<file path="src/rtl/cache_port_arbiter.sv">
// Four-requester round-robin arbiter in front of a single shared cache port.
// One transaction is in flight at a time. A write finishes when the port
// accepts it and also updates the live-value table (LVT). A read finishes
// when the in-order read data comes back from the cache.

// Per-accelerator strobe slice. It turns the shared accept and response
// events into the one-hot strobes seen by the granted requester.
module cpa_lane (
    input  logic sel,
    input  logic accept,
    input  logic rsp_hit,
    output logic ready,
    output logic rsp_valid
);
    assign ready     = sel & accept;
    assign rsp_valid = sel & rsp_hit;
endmodule

module cache_port_arbiter #(
    parameter int ADDR_W = 32,
    parameter int DATA_W = 32
) (
    input  logic                   clk,
    input  logic                   reset_n,
    input  logic [3:0]             req_valid,
    input  logic [3:0]             req_we,
    input  logic [3:0][ADDR_W-1:0] req_addr,
    input  logic [3:0][DATA_W-1:0] req_wdata,
    output logic [3:0]             req_ready,
    output logic [3:0]             rsp_valid,
    output logic [DATA_W-1:0]      rsp_rdata,
    output logic                   port_valid,
    output logic                   port_we,
    output logic [ADDR_W-1:0]      port_addr,
    output logic [DATA_W-1:0]      port_wdata,
    input  logic                   port_ready,
    input  logic                   port_rvalid,
    input  logic [DATA_W-1:0]      port_rdata,
    output logic                   lvt_we,
    output logic [ADDR_W-1:0]      lvt_addr,
    output logic [1:0]             lvt_entry,
    output logic                   err_unexp
);
    localparam int NUM_PORTS = 4;

    typedef enum logic [1:0] {
        IDLE    = 2'd0,
        ISSUE   = 2'd1,
        WAIT_RD = 2'd2
    } state_t;

    state_t     state, state_nx;
    logic [1:0] grant_id, last_id, rr_id, cand;
    logic       rr_hit, accept, rsp_hit;

    // Round-robin pick: the search starts just after the last served requester
    // and wraps around, so the requester served most recently is checked last.
    always_comb begin
        rr_hit = 1'b0;
        rr_id  = last_id;
        cand   = last_id;
        for (int k = 1; k <= NUM_PORTS; k++) begin
            cand = last_id + 2'(k);
            if (!rr_hit && req_valid[cand]) begin
                rr_hit = 1'b1;
                rr_id  = cand;
            end
        end
    end

    // Next state and port, LVT and response outputs. Every output is zero
    // outside the phase that qualifies it, so IDLE and reset drive all zeros.
    always_comb begin
        state_nx   = state;
        port_valid = 1'b0;
        port_we    = 1'b0;
        port_addr  = '0;
        port_wdata = '0;
        lvt_we     = 1'b0;
        lvt_addr   = '0;
        lvt_entry  = 2'd0;
        rsp_rdata  = '0;
        accept     = 1'b0;
        rsp_hit    = 1'b0;
        case (state)
            IDLE: begin
                if (rr_hit) state_nx = ISSUE;
            end
            ISSUE: begin
                // The port fields come from the latched grant, not from
                // req_valid. A requester that drops its valid is still served.
                port_valid = 1'b1;
                port_we    = req_we[grant_id];
                port_addr  = req_addr[grant_id];
                port_wdata = req_wdata[grant_id];
                if (port_ready) begin
                    accept = 1'b1;
                    if (req_we[grant_id]) begin
                        lvt_we    = 1'b1;
                        lvt_addr  = req_addr[grant_id];
                        lvt_entry = grant_id;
                        state_nx  = IDLE;
                    end else begin
                        state_nx  = WAIT_RD;
                    end
                end
            end
            WAIT_RD: begin
                if (port_rvalid) begin
                    rsp_hit   = 1'b1;
                    rsp_rdata = port_rdata;
                    state_nx  = IDLE;
                end
            end
            default: state_nx = IDLE;
        endcase
    end

    // State register.
    always_ff @(posedge clk or negedge reset_n) begin
        if (!reset_n) state <= IDLE;
        else          state <= state_nx;
    end

    // Latch the winner when leaving IDLE. last_id moves only on acceptance.
    // last_id resets to 3 so that ACCEL_0 has first priority.
    always_ff @(posedge clk or negedge reset_n) begin
        if (!reset_n) begin
            grant_id <= 2'd0;
            last_id  <= 2'd3;
        end else begin
            if (state == IDLE && rr_hit) grant_id <= rr_id;
            if (accept)                  last_id  <= grant_id;
        end
    end

    // Sticky flag for read data that arrives with no read outstanding.
    // This includes returns for reads that a reset aborted.
    always_ff @(posedge clk or negedge reset_n) begin
        if (!reset_n)                           err_unexp <= 1'b0;
        else if (port_rvalid && state != WAIT_RD) err_unexp <= 1'b1;
    end

    for (genvar i = 0; i < NUM_PORTS; i++) begin : g_lane
        cpa_lane u_lane (
            .sel       (grant_id == 2'(i)),
            .accept    (accept),
            .rsp_hit   (rsp_hit),
            .ready     (req_ready[i]),
            .rsp_valid (rsp_valid[i])
        );
    end
endmodule

</file>
<file path="config.mk">
export PLATFORM = sky130hd
export DESIGN_NAME = cache_port_arbiter
export DESIGN_NICKNAME = d
export VERILOG_FILES = /design/src/rtl/cache_port_arbiter.sv
export SDC_FILE = /design/constraint.sdc
export NUM_CORES = 1
export LEC_CHECK = 0
export ABC_CLOCK_PERIOD_IN_PS = 4550
export CORE_AREA = 2 2 171 173
export CTS_CLUSTER_DIAMETER = 100
export DETAILED_ROUTE_END_ITERATION = 16
export DIE_AREA = 0 0 173 175
export SLEW_MARGIN = 0
export SYNTH_ARGS = -nofsm -noshare
export SYNTH_HDL_FRONTEND = slang
export SYNTH_HIERARCHICAL = 1
export SYNTH_SLANG_ARGS = --single-unit
</file>
<file path="constraint.sdc">
create_clock -name clk -period 4.55 [get_ports clk]
set_input_delay 0.91 -clock clk [delete_from_list [all_inputs] [get_ports clk]]
set_output_delay 0.91 -clock clk [all_outputs]
set_load 0.02 [all_outputs]
</file>
==> impl_metrics.tcl <==
set metrics [dict create \
    status "finished, final reports clean" \
    htree_num_levels 1 \
    setup_viol 0 \
    fin_tns_setup_ps 0 \
    min_path_cells 1 \
    synth_top_area_cell "mux4_2" \
    ff2ff_path_depth 2 \
    grt_pass1_wl_um 25900 \
    powerDensity_nw_per_um2 464 \
    min_period_ps 3960 \
    route.detailed.drc 0 \
    worstSetupPathType "in2out" \
    start_kind "input port" \
    cts.sinks 7 \
    hold_buffers 0 \
    synth_edf_count 0 \
    wl_per_cell_um 16.5 \
    synth_top_area_share_pct 50.9 \
    final_hold_viol_count 0 \
    min_path_type "reg2reg" \
    synthTopCellsByCount "and2_1 (141), mux4_2 (65), clkbuf_1 (19)" \
    synth_ff_type "dfrtp_1" \
    whs_ps 461 \
    drive_gt1_share_pct 11.8 \
    syn_area_per_cell_sq_um 10.5 \
    grt_antenna_before_repair 1 \
    cts_resized 0 \
    die_x_um 173 \
    cts_inserted_buffers 3 \
    p_leak_nw 2.75 \
    vias 4006 \
    synth_fp_nets 574 \
    hold_end "err_unexp" \
    clk_latency_ps 230 \
    ys_types 26 \
    grt-ovfl-total 0 \
    synth_seq_cells 7 \
    gp_congestion 0.864 \
    syn_area_sq_um 2880 \
    dr.first_iter.drc_count 118 \
    coreArea_sq_um 28400 \
    ir_drop_mv 0.173 \
    synth-async-reset-ratio_pct 100 \
    grt_max_degree 40 \
    yosys_warnings 6 \
    track_usage_pct 11.0 \
    start_util_pct 10.1 \
    reg2reg_slack_ps 3100 \
    place_hpwl_um 15500 \
    endpoint_kind "output pin" \
    postRouteAntennaNets 0 \
    clk_pin_slew_worst_paths_ps 40 \
    fin_nets 997 \
    area_growth_pct 171 \
    reg2reg_to "state[1]" \
    rows 62 \
    cts_setup_buffers 0 \
    via_per_inst 3.71 \
    io_pins 442 \
    drt_first_pass_iters 4 \
    reg2reg_from "grant_id[1]" \
    critical_path.max_fanout 35 \
    finalPower_mw 3.61 \
    io_buffers 441 \
    die_h_um 175 \
    cts_tree "done" \
    rsz0062_at_grt "false" \
    slew_headroom_pct 63.6 \
    hold_start "err_unexp" \
    tightest_slew_ps 545 \
    yosysSeqAreaShare_pct 6.18 \
    clockRootBuffer "clkbuf_16" \
    fin_crit_sh_pct 87.1 \
    synth_area_leaders "mux4_2 (51%), and2_1 (31%), dfrtp_1 (4.3%)" \
    fmax_mhz 252 \
    maxCapViolCount 0 \
    dieArea_sq_um 30300 \
    syn_inst 274 \
    maxSlewViolCount 0 \
    skew_ps 1.57 \
    arrival_ps 3050 \
    wirelength_um 17800 \
    worstPathRequired_ps 3640 \
    grt_pass1_vias 4179 \
    synth.most_common_cell "and2_1" \
    clk_path_buf_depth 2 \
]
worst max-delay path, stage by stage:
cell	delay (ps)
clkdlybuf4s50_1	440
mux4_2	510
and3_1	200
buf_4	220
and2_1	210
clkdlybuf4s50_1	530
layer usage:
metal | global-route usage (%) | wire length [um] | up-vias
li1 | - | - | 1863
met1 | 13.4 | 7110 | 1886
met2 | 19.7 | 8920 | 245
met3 | 3.07 | 1570 | 12
met4 | 1.69 | 188 | 0
met5 | 0 | 0 | -
worst max-delay path by stage:
stage | from | depth (start not counted) | to | slack (ps)
floorplan | req_we[3] | 5 | lvt_addr[23] | 1600
global route | req_we[0] | 6 | lvt_addr[15] | 510
CTS | req_we[0] | 6 | lvt_addr[2] | 550
global placement | req_we[0] | 6 | lvt_addr[15] | 580
detailed placement | req_we[0] | 6 | lvt_addr[2] | 560
finish | req_we[0] | 6 | lvt_addr[9] | 590
logic make-up (layout without fill, tap and decap cells):
family / after synthesis / in the layout / share of synthesized area (%)
and+or+nand+nor: 159 / 159 / 33.9
other: 0 / 1 / 0
muxes: 68 / 68 / 52.0
AOI/OAI and AO/OA: 8 / 8 / 2.13
DFF: 7 / 7 / 6.18
buffers and inverters: 32 / 454 / 5.74
cell type report:
class / instances / area (sq um)
inverter: 2 / 7.51
tap: 384 / 480
clock buffer: 4 / 78.8
timing repair buffer: 448 / 4490
sequential: 7 / 185
multi-input combinational: 235 / 2540
antenna: 1 / 2.50
fill: 3011 / 20600
flip-flops by register name (all words and copies together), names as in the netlist:
name and flops:
grant_id 2, state 2, err_unexp 1, last_id 2
metrics by stage:
stage	cell area (sq um)	worst slack, ps	std cells	util (%)
after floorplan	2880	1600	274	-
after global placement	7710	583	1076	27.1
after detailed placement	7710	558	1076	27.1
after CTS	7780	553	1080	27.4
after global routing	7780	507	1080	27.4
final	7790	588	1081	27.4
cells in the final DEF (no fill, tap or decap), drive strengths merged, types with 2 or more instances in the layout:
cell,count
clkdlybuf4s50,441
clkbuf,4
nand2,3
nor2b,4
inv,2
and2,141
dfrtp,5
nand2b,2
mux4,65
mux2,2
buf,7
dfstp,2
nor2,5
power breakdown:
group          leakage (nW)  switching (mW)  internal (mW)  total (mW)
sequential           0.0751           0.108          0.101       0.209
clock                0.0382          0.0333          0.117       0.150
combinational          2.64            1.48           1.77        3.25
Note: power is estimated with default switching activity, not from simulation.
